File: src/rtl/data_pipe_pkg.sv
// Shared definitions for the producer/processor pipe: mode codes,
// path-control FSM states and the per-beat processing operation.
package data_pipe_pkg;

  localparam logic [1:0] MODE_PASS = 2'b00;
  localparam logic [1:0] MODE_INC  = 2'b01;
  localparam logic [1:0] MODE_INV  = 2'b10;
  localparam logic [1:0] MODE_ROL  = 2'b11;

  // Widest data path the op helper supports.
  localparam int unsigned OP_MAX_W = 64;

  typedef enum logic [1:0] {
    ST_PROC  = 2'd0,
    ST_DRAIN = 2'd1,
    ST_BYP   = 2'd2
  } state_e;

  // Applies the selected op to the low w bits of d; bits above w are cleared.
  function automatic logic [OP_MAX_W-1:0] apply_op(
    input logic [OP_MAX_W-1:0] d,
    input logic [1:0]          mode,
    input int unsigned         w
  );
    logic [OP_MAX_W-1:0] mask;
    logic [OP_MAX_W-1:0] r;
    mask = (w >= OP_MAX_W) ? '1 : ((OP_MAX_W'(1) << w) - OP_MAX_W'(1));
    case (mode)
      MODE_PASS: r = d;
      MODE_INC:  r = d + OP_MAX_W'(1);
      MODE_INV:  r = ~d;
      MODE_ROL:  r = (d << 1) | (d >> (w - 1));
      default:   r = d;
    endcase
    return r & mask;
  endfunction

endpackage

File: src/rtl/data_prod_proc_pipe_fifo.sv
// Output FIFO with occupancy level. A push at full is accepted when a pop
// happens in the same cycle; there is no fall-through at empty.
module sync_fifo
  import data_pipe_pkg::*;
#(
  parameter int unsigned DATA_W = 8,
  parameter int unsigned DEPTH  = 4
) (
  input  logic                     clk_i,
  input  logic                     rst_ni,
  input  logic                     push_i,
  input  logic [DATA_W-1:0]        data_i,
  input  logic                     pop_i,
  output logic                     accept_o,
  output logic                     valid_o,
  output logic [DATA_W-1:0]        data_o,
  output logic [$clog2(DEPTH):0]   level_o
);

  localparam int unsigned AW = $clog2(DEPTH);
  localparam int unsigned LW = AW + 1;

  logic [DATA_W-1:0] mem_q [DEPTH];
  logic [AW-1:0]     wptr_q, rptr_q;
  logic [LW-1:0]     level_q;
  logic              do_push, do_pop, full;

  assign full     = (level_q == LW'(DEPTH));
  assign valid_o  = (level_q != '0);
  assign do_pop   = pop_i && valid_o;
  assign accept_o = !full || do_pop;
  assign do_push  = push_i && accept_o;
  assign data_o   = valid_o ? mem_q[rptr_q] : '0;
  assign level_o  = level_q;

  // Pointer and level bookkeeping; pointers wrap naturally (DEPTH is 2^AW).
  always_ff @(posedge clk_i or negedge rst_ni) begin
    if (!rst_ni) begin
      wptr_q  <= '0;
      rptr_q  <= '0;
      level_q <= '0;
    end else begin
      if (do_push) wptr_q <= wptr_q + AW'(1);
      if (do_pop)  rptr_q <= rptr_q + AW'(1);
      level_q <= level_q + LW'(do_push) - LW'(do_pop);
    end
  end

  // Storage array; contents are don't-care until written.
  always_ff @(posedge clk_i) begin
    if (do_push) mem_q[wptr_q] <= data_i;
  end

endmodule

File: src/rtl/data_prod_proc_pipe.sv
// Counting producer, one-register processing stage, drain-before-switch
// bypass control and an output FIFO with valid/ready handshake.
module data_prod_proc_pipe
  import data_pipe_pkg::*;
#(
  parameter int unsigned       DATA_W = 8,
  parameter int unsigned       DEPTH  = 4,
  parameter logic [DATA_W-1:0] SEED   = '0,
  parameter int unsigned       CNT_W  = 16
) (
  input  logic                   clk,
  input  logic                   rst,
  input  logic                   enable,
  input  logic [1:0]             mode,
  input  logic                   bypass_en,
  output logic                   valid_out,
  input  logic                   ready_out,
  output logic [DATA_W-1:0]      data_out,
  output logic                   bypass_active,
  output logic [$clog2(DEPTH):0] fifo_level,
  output logic [CNT_W-1:0]       beat_count
);

  state_e            st_q, st_d;
  logic [DATA_W-1:0] cnt_q;
  logic [DATA_W-1:0] stage_data_q, stage_d;
  logic              stage_vld_q;
  logic [CNT_W-1:0]  beat_q;

  logic              prod_valid, prod_hs, stage_load;
  logic              fifo_push, fifo_accept;
  logic [DATA_W-1:0] fifo_wdata;
  logic              pop;

  assign prod_valid    = enable && (st_q != ST_DRAIN);
  assign stage_d       = DATA_W'(apply_op(OP_MAX_W'(cnt_q), mode, DATA_W));
  assign pop           = valid_out && ready_out;
  assign bypass_active = (st_q == ST_BYP);
  assign beat_count    = beat_q;

  // Path steering: producer feeds the FIFO directly in BYP, otherwise the stage does.
  always_comb begin
    fifo_push  = 1'b0;
    fifo_wdata = stage_data_q;
    stage_load = 1'b0;
    prod_hs    = 1'b0;
    if (st_q == ST_BYP) begin
      fifo_push  = prod_valid;
      fifo_wdata = cnt_q;
      prod_hs    = prod_valid && fifo_accept;
    end else begin
      fifo_push  = stage_vld_q;
      stage_load = !stage_vld_q || fifo_accept;
      prod_hs    = prod_valid && stage_load;
    end
  end

  // Next path state: every switch passes through DRAIN until the stage is empty.
  always_comb begin
    st_d = st_q;
    case (st_q)
      ST_PROC:  if (bypass_en)   st_d = ST_DRAIN;
      ST_BYP:   if (!bypass_en)  st_d = ST_DRAIN;
      ST_DRAIN: if (!stage_vld_q) st_d = bypass_en ? ST_BYP : ST_PROC;
      default:  st_d = ST_PROC;
    endcase
  end

  // Control registers: FSM, producer counter, stage valid, handshake counter.
  always_ff @(posedge clk or negedge rst) begin
    if (!rst) begin
      st_q        <= ST_PROC;
      cnt_q       <= SEED;
      stage_vld_q <= 1'b0;
      beat_q      <= '0;
    end else begin
      st_q <= st_d;
      if (prod_hs)    cnt_q       <= cnt_q + DATA_W'(1);
      if (stage_load) stage_vld_q <= prod_hs;
      if (pop)        beat_q      <= beat_q + CNT_W'(1);
    end
  end

  // Stage data register; mode is applied as the beat enters.
  always_ff @(posedge clk) begin
    if (stage_load && prod_hs) stage_data_q <= stage_d;
  end

  sync_fifo #(
    .DATA_W (DATA_W),
    .DEPTH  (DEPTH)
  ) u_fifo (
    .clk_i    (clk),
    .rst_ni   (rst),
    .push_i   (fifo_push),
    .data_i   (fifo_wdata),
    .pop_i    (ready_out),
    .accept_o (fifo_accept),
    .valid_o  (valid_out),
    .data_o   (data_out),
    .level_o  (fifo_level)
  );

endmodule

File: config.mk
export PLATFORM = sky130hd
export DESIGN_NAME = data_prod_proc_pipe
export DESIGN_NICKNAME = d
export VERILOG_FILES = /design/src/rtl/data_pipe_pkg.sv /design/src/rtl/data_prod_proc_pipe_fifo.sv /design/src/rtl/data_prod_proc_pipe.sv
export SDC_FILE = /design/constraint.sdc
export NUM_CORES = 1
export LEC_CHECK = 0
export ABC_AREA = 1
export CAP_MARGIN = 20
export CORE_MARGIN = 1.5
export CORE_UTILIZATION = 30
export DETAILED_ROUTE_END_ITERATION = 16
export GPL_ROUTABILITY_DRIVEN = 0
export PLACE_DENSITY = 0.46
export SYNTH_ARGS = -nofsm -noshare
export SYNTH_HDL_FRONTEND = slang
export SYNTH_SLANG_ARGS = --single-unit
File: constraint.sdc
create_clock -name clk -period 4 [get_ports clk]
set_clock_uncertainty 0.05 [all_clocks]
set_input_delay 0.8 -clock clk [delete_from_list [all_inputs] [get_ports clk]]
set_output_delay 0.8 -clock clk [all_outputs]
set_load 0.02 [all_outputs]
Word level (Yosys, flattened, before mapping)
Memory sizes are Yosys's and may differ from the RTL's.
Cells that the tools add are included.
- flip-flop bits (word level): 42
- RAM bits: 32
- input bits: 7
- output and inout bits: 29
- word-level logic and storage cells: 55
- memories kept: 1
- memory list (name ; words ; bits a word ; read ports ; clocked after memory_dff ; wr ports ; line ; source):
    u_fifo.mem_q ; 4 ; 8 ; 1 ; 0 ; 1 ; data_prod_proc_pipe_fifo.sv:23 ; logic [DATA_W-1:0] mem_q [DEPTH];
- add/sub/neg operators: 7
- eq/ne operators: 10
- muxes and demuxes: 13
- bitwise gates (word level): 2
- reductions and logical operators: 14
- operators by type and width (operator ; count):
    $pmux W8 S4 ; 1
    $add A16 B1 Y16 const B ; 1
    $add A8 B1 Y8 const B ; 2
    $mux W8 ; 2
    $mux W2 ; 4
    $not A8 Y8 ; 1
    $or A8 B1 Y8 ; 1
    $eq A2 B2 Y1 const B ; 3
    $logic_and A1 B1 Y1 ; 6
    $ne A2 B2 Y1 const B ; 3
    $pmux W2 S3 ; 1
    $mux W1 ; 5
    $add A2 B1 Y2 const B ; 2
    $eq A2 B1 Y1 const B ; 2
    $logic_not A2 Y1 ; 2
    $add A3 B1 Y3 ; 1
    $eq A3 B3 Y1 const B ; 1
    $reduce_and A3 Y1 ; 1
    $reduce_bool A3 Y1 ; 1
    $sub A3 B1 Y3 ; 1
    $logic_not A1 Y1 ; 2
    $logic_or A1 B1 Y1 ; 2
    $ne A2 B1 Y1 const B ; 1

Logic depth before layout (Yosys ltp)
Gate-level depths: netlist (run 1).
- depth in word-level cells: 7
- gate-level depth with buffers: 12
- mapped depth without buffers: 10

By module
A second synthesis (run 1) with hierarchy kept.
- cells, all modules: 417
- area, all modules: 3752.3 µm²
- by module, submodules not included (module ; times used ; cells an instance ; area each (µm²) ; seq. area each (µm²)):
    data_prod_proc_pipe ; 1 ; 238 ; 1924.3 ; 915.9
    sync_fifo ; 1 ; 179 ; 1828.0 ; 1136.1

Least setup slack after synthesis (run 1)
No wires, ideal clock.
- kind: input to register
- from: in ready_out
- to: reg u_fifo.level_q[2], in the netlist u_fifo.level_o[2]
- arrival: 2.307 ns
- path slack: 1.511 ns
- cell stages on the path: 10
- buffers on the path: 2
- cell sequence: nand2_1 -> buf_6 -> inv_4 -> buf_6 -> ha_1 -> inv_1 -> ha_1 -> fa_1 -> xnor2_1 -> xor2_1
- cells in the longest elaborated chain, start to end: 5
- ends and longest elaborated chain (element ; line ; source):
    start, declared ; data_prod_proc_pipe.sv:17 ; input logic ready_out,
    $logic_and A1 B1 Y1 * ; -- ;
    via pop ; data_prod_proc_pipe.sv:33 ; logic pop;
    $logic_or A1 B1 Y1 ; data_prod_proc_pipe_fifo.sv:31 ; assign accept_o = !full || do_pop;
    $logic_and A1 B1 Y1 ; data_prod_proc_pipe_fifo.sv:32 ; assign do_push = push_i && accept_o;
    $add A3 B1 Y3 ; data_prod_proc_pipe_fifo.sv:45 ; level_q <= level_q + LW'(do_push) - LW'(do_pop);
    $sub A3 B1 Y3 * ; data_prod_proc_pipe_fifo.sv:45 ;
    end signal, assigned ; data_prod_proc_pipe_fifo.sv:45 ;
    end, declared ; data_prod_proc_pipe_fifo.sv:25 ; logic [LW-1:0] level_q;
The timed path passes the listed nets; every way through them passes the cells marked *.
A chain may end at the register's enable or synchronous reset.

Final worst setup path (run 1)
- from: reg u_fifo.rptr_q[0]
- to: out data_out[0]
- cells in the longest elaborated chain, start to end: 2
- ends and longest elaborated chain (element ; line ; source):
    start, declared ; data_prod_proc_pipe_fifo.sv:24 ; logic [AW-1:0] wptr_q, rptr_q;
    start signal, assigned ; data_prod_proc_pipe_fifo.sv:44 ; if (do_pop) rptr_q <= rptr_q + AW'(1);
    $mem_v2 Z4 W8 ; -- ;
    $mux W8 ; data_prod_proc_pipe_fifo.sv:33 ; assign data_o = valid_o ? mem_q[rptr_q] : '0;
    end, declared ; data_prod_proc_pipe.sv:18 ; output logic [DATA_W-1:0] data_out,
No other way between the ends.

==> out/metrics.csv, run 1 <==
metric,value,unit
Setup Buffers After CTS,0,
synthesis-stage register bit count,74,
Core ar.,0.0121,mm^2
Final Cell Area,0.00461,mm^2
R2R Path End,u_fifo.level_o[2],
DRC viols,0,
DIE AREA,0.0132,mm^2
Fillers,1265,
syn_area_per_cell,9.10,um^2
antenna fix cells,0,
row count,40,
port bufs,35,
Post-synth EDFFs,40,
Worst Path Arrival,2.27,ns
gr usage total,13.2,%
slowest CP cell,clkdlybuf4s50_1,
Max rail drop VDD,0.256,mV
Max Used Layer,met4,
clk_lat worst skew,0.34,ns
metal1 wirelength,3910,um
Worst path top cell family by delay,buffers and inverters,
Unique masters post-synth,34,
headroom to the max-slew limit,46.9,%
status,"complete, no violations",
Hold Buf Count CTS,0,
hold path start,stage_vld_q,
# IOs,36,
Tightest Pin Transition,0.794,ns
die width,115,um
initial DRC count,171,
largest net degree at the start of global routing,22,
Reg2Reg Setup Slack,1.64,ns
yosys warns,0,
Required @ worst endpoint,3.15,ns
vias in the first global route,2631,
area added between synthesis and finish,23.0,%
first-pass GRT wire length,13100,um
vias per cell,4.40,
Worst Path Max Fanout,18,
clk sinks,74,
min Tclk post-route,3.12,ns
die height,115,um
post_cts resized,0,
maximum clock frequency,0.321,GHz
Post-DP Area,0.00427,mm^2
P_leak,1.91,nW
CTS tree,done,
Syn Nets,428,
end of the worst hold path,stage_vld_q,
hold depth,2,
CP Capture Type,output pin,
"commonest non-fill, non-tap cell in the layout",nand2_1,
Met3 Wirelength,257,um
R2R depth,11,
sequential area share after synthesis,54.8,%
total power,0.00355,W
"FFs w/ async S/R, synth",45.9,%
pwr/cell area,771,mW/mm^2
unrepaired setup endpoints after global routing,no,
Clock Path Buffers,2,
total number of vias,2752,
Initial Util,30.9,%
Detailed Route WL,8030,um
Post-DP HPWL,5720,um
crit-path max cell delay,0.64,ns
Max H-tree Level,3,
antenna violations before repair,0,
Tcrit/Tclk final,78.0,%
ys flop type,edfxtp_1,
cell area after synthesis,0.00375,mm^2
Final Setup Violations,0,
met2 routed WL,3740,um
CP bufs+invs,2,
R2R Path Start,u_fifo.level_o[0],
critical path class,reg2out,
multi-input logic area,0.00145,mm^2
crit start category,flip-flop,
WL/cell,12.8,um
Final nets,469,
Max Transition Viols Final,0,
share of cells above drive strength 1,9.39,%
FF/Latch Area,0.00205,mm^2
Gate Count Post-Synth,412,
DRT antenna net count,0,
max-cap viol count,0,
worst-path cell chain,inv_2 -> o21ai_0 -> a21oi_1 -> clkdlybuf4s50_1,
GRT overflow,0,
most frequent cells in the layout,"nand2_1, nor2_1, inv_1, edfxtp_1, clkdlybuf4s50_1",
HP Class,reg2reg,
final hold vios,0,
total CTS buffers,9,
setup_tns,0,ns
root buffer cell,clkbuf_16,
clock slew at reported path FFs,0.06,ns
DRT Pass-1 Iters,4,
[stage by stage]
step | hold slack, ns | setup slack (ns) | cells | utilization (%)
after floorplan | 0.403 | 1.51 | 412 | -
after global placement | 0.427 | 1.06 | 609 | 35.3
after detailed placement | 0.424 | 1.01 | 609 | 35.3
after CTS | 0.439 | 0.812 | 625 | 37.9
after global routing | 0.466 | 0.694 | 626 | 38.1
final | 0.438 | 0.882 | 626 | 38.1
[worst min-delay path, cell delays in order, from the launching register on]
cell,delay [ns]
dfrtp_1,0.34
nand2_1,0.05
o21ai_0,0.06
[cells by family after synthesis]
family	count (synthesis)	synth area share, %
compound gates	62	8.88
fa+ha+maj	9	3.21
flops	74	54.8
buf+inv	57	6.58
xor+xnor	15	3.51
simple gates	195	23.1
[cell type report]
cell class	count	share of cell area, %
clock buffer	10	4.97
clock inverter	6	1.98
inverter	48	4.13
multi-input combinational	281	31.4
sequential	74	44.5
tap	168	4.56
timing repair buffer	39	8.41
[flip-flops by register name (all words and copies together) (netlist names)]
register,count
u_fifo.level_o,3
beat_count,16
stage_data_q,8
u_fifo.rptr_q,2
stage_vld_q,1
u_fifo.mem_q,32
u_fifo.wptr_q,2
st_q,2
cnt_q,8
[cells in the mapped netlist, types with 2 or more instances]
library cell | n | area, um^2
nand2_1 | 98 | 368
nor2_1 | 55 | 206
inv_1 | 44 | 165
edfxtp_1 | 40 | 1200
dfrtp_1 | 34 | 851
o21ai_0 | 32 | 160
nand3_1 | 14 | 70.1
a21oi_1 | 12 | 60.1
xor2_1 | 11 | 96.3
o21ai_1 | 9 | 45.0
ha_1 | 8 | 100
nand4_1 | 8 | 50.1
nor2_2 | 6 | 37.5
buf_2 | 5 | 25.0
o22ai_1 | 4 | 25.0
xnor2_1 | 4 | 35.0
nand2_2 | 3 | 18.8
nand2_4 | 3 | 33.8
nor2_4 | 3 | 33.8
buf_6 | 2 | 22.5
inv_4 | 2 | 12.5
nand3b_1 | 2 | 15.0
o21ai_2 | 2 | 17.5
[report_power, final]
part	switching (W)	total [W]	internal [W]
Sequential	0.000208	0.00133	0.00112
Combinational	0.000835	0.00136	0.000523
Clock	0.000317	0.000865	0.000548
[routing by layer]
| metal | up-vias | track usage, % |
|---|---|---|
| li1 | 1430 | - |
| met1 | 1269 | 16.9 |
| met2 | 42 | 21.6 |
| met4 | 0 | 5.19 |
| met3 | 11 | 3.48 |
| met5 | - | 0 |
[worst max path at each step]
stage / depth (start not counted) / to / from / slack [ns]
floorplan: 10 / u_fifo.level_o[2] / ready_out / 1.51
global placement: 10 / u_fifo.level_o[2] / ready_out / 1.06
detailed placement: 10 / u_fifo.level_o[2] / ready_out / 1.01
CTS: 4 / data_out[7] / u_fifo.rptr_q[0] / 0.81
global route: 4 / data_out[0] / u_fifo.rptr_q[0] / 0.69
finish: 4 / data_out[0] / u_fifo.rptr_q[0] / 0.88
(Power assumes the default switching activity.)
==> run 2: changes to the inputs <==
--- a/config.mk
+++ b/config.mk
@@ -11,7 +11,7 @@
 export CORE_UTILIZATION = 30
 export DETAILED_ROUTE_END_ITERATION = 16
 export GPL_ROUTABILITY_DRIVEN = 0
-export PLACE_DENSITY = 0.46
+export PLACE_DENSITY = 0.48
 export SYNTH_ARGS = -nofsm -noshare
 export SYNTH_HDL_FRONTEND = slang
 export SYNTH_SLANG_ARGS = --single-unit
==> constraint.sdc (replaced) <==
create_clock -name clk -period 2.55 [get_ports clk]
set_clock_uncertainty 0.05 [all_clocks]
set_input_delay 0.51 -clock clk [delete_from_list [all_inputs] [get_ports clk]]
set_output_delay 0.51 -clock clk [all_outputs]
set_load 0.02 [all_outputs]
==> run 2 against run 1 <==
  * Register-to-register slack worse by 1.2 ns
  * Sequential power up 54%
  * Clock power up 57%
  * Via count up 4.2%
  * Hold slack worse by 0.36 ns
  * Largest power group unchanged
==> out/metrics.csv, run 2 (same netlist as run 1, synthesis figures left out) <==
metric,value,unit
# IOs,36,
clk sinks,74,
R2R Path Start,u_fifo.level_o[1],
Worst Path Arrival,1.66,ns
antenna fix cells,0,
setup_tns,0,ns
unrepaired setup endpoints after global routing,no,
die height,115,um
Largest register FFs,32,
crit start category,flip-flop,
slowest CP cell,dfrtp_1,
clk_lat worst skew,0.33,ns
final std cells w/o fill,637,
GRT overflow,0,
critical path class,reg2out,
final hold vios,0,
Clock Path Buffers,2,
clock slew at reported path FFs,0.06,ns
vias in the first global route,2642,
final design utilization,38.9,%
Final Setup Violations,0,
Required @ worst endpoint,1.99,ns
row count,40,
maximum clock frequency,0.450,GHz
Post-DP HPWL,5790,um
Core ar.,0.0121,mm^2
initial DRC count,174,
DRT antenna net count,0,
total number of vias,2867,
R2R depth,10,
first-pass GRT wire length,13400,um
worst-path cell chain,nor2_2 -> nand2_2 -> inv_1 -> a21oi_1 -> dlygate4sd2_1,
largest reg by FF count,u_fifo.mem_q,
R2R Path End,u_fifo.level_o[2],
Hold Buf Count CTS,0,
Tightest Pin Transition,0.582,ns
max-cap viol count,0,
Reg2Reg Setup Slack,0.43,ns
Max rail drop VDD,0.365,mV
headroom to the max-slew limit,60.8,%
antenna violations before repair,0,
Detailed Route WL,8040,um
most frequent cells in the layout,"nand2_1, nor2_1, inv_1, edfxtp_1, dfrtp_1",
WL/cell,12.6,um
Inst Count DP,619,
total CTS buffers,9,
DRC viols,0,
"commonest non-fill, non-tap cell in the layout",nand2_1,
Tcrit/Tclk final,87.2,%
CTS tree,done,
port bufs,35,
root buffer cell,clkbuf_16,
DRT Pass-1 Iters,4,
vias per cell,4.50,
Max Transition Viols Final,0,
area added between synthesis and finish,25.7,%
Final nets,480,
CP Capture Type,output pin,
DIE AREA,0.0132,mm^2
HP Class,in2async,
largest net degree at the start of global routing,19,
Initial Util,30.9,%
min Tclk post-route,2.22,ns
Fillers,1256,
Max H-tree Level,3,
crit-path max cell delay,0.42,ns
P_leak,2.04,nW
die width,115,um
pwr/cell area,1210,mW/mm^2
status,"complete, no violations",
gr usage total,13.3,%
share of cells above drive strength 1,12.2,%
Worst Path Max Fanout,8,
[run 2: cell count changes in the layout (fill, tap and decap cells not counted), moves of 3 or more]
cell,delta
clkdlybuf4s50_1,-9
dlymetal6s2s_1,+7
clkinv_4,-3
buf_4,+11
[run 2: worst max-delay path by stage]
| stage | endpoint | startpoint | depth (start not counted) |
|---|---|---|---|
| 2_1_floorplan | u_fifo.level_o[2] | u_fifo.level_o[0] | 12 |
| 6_report | data_out[6] | u_fifo.level_o[1] | 5 |
| 5_1_grt | data_out[6] | u_fifo.level_o[1] | 5 |
| 3_5_place_dp | u_fifo.level_o[2] | ready_out | 9 |
| 4_1_cts | data_out[0] | u_fifo.rptr_q[1] | 5 |
| 3_3_place_gp | data_out[1] | u_fifo.rptr_q[0] | 5 |
[run 2: final cells by class]
cell class	count	area (um^2)	share of cell area (%)
repair buffers	50	487	10.3
inverters	48	190	4.04
flip-flops and latches	74	2050	43.6
clock buffers	11	243	5.15
clock inverters	5	77.6	1.65
well taps	168	210	4.46
multi-input cells	281	1450	30.8
[run 2: per-layer routing]
metal / global-route usage, % / wire (um) / up-vias / part of all wire (%)
li1: - / - / 1450 / -
met3: 3.22 / 330 / 9 / 4.1
met1: 18.1 / 3870 / 1346 / 48
met2: 20.8 / 3720 / 62 / 46
met5: 0 / 0 / - / 0
met4: 4.69 / 113 / 0 / 1.4
[run 2: where the power goes]
group / internal [W] / switching (W)
sequential: 0.00176 / 0.000288
clock: 0.000880 / 0.000480
combinational: 0.000913 / 0.00136
total: 0.00355 / 0.00212
[run 2: timing repair]
action	in CTS	in global routing
gates resized for setup	2	8
setup endpoints to repair	8	7
cloned	0	0
setup buffers	2	0
[run 2: critical path, delay by kind of cell, from the launching register on]
family	cells	cell delay, ns
simple gates	2	0.22
flops	1	0.42
buf+inv	2	0.61
compound gates	1	0.08
[run 2: metrics by stage]
step                      power (W)  hold slack (ns)  area (um^2)  setup WS (ns)
after floorplan             0.00346            0.164         3750         0.0991
after global placement      0.00433            0.421         4340          0.131
after detailed placement    0.00436            0.457         4340          0.107
after CTS                   0.00579           0.0979         4690        0.00833
after global routing        0.00612            0.120         4710          0.196
final                       0.00568           0.0787         4710          0.328
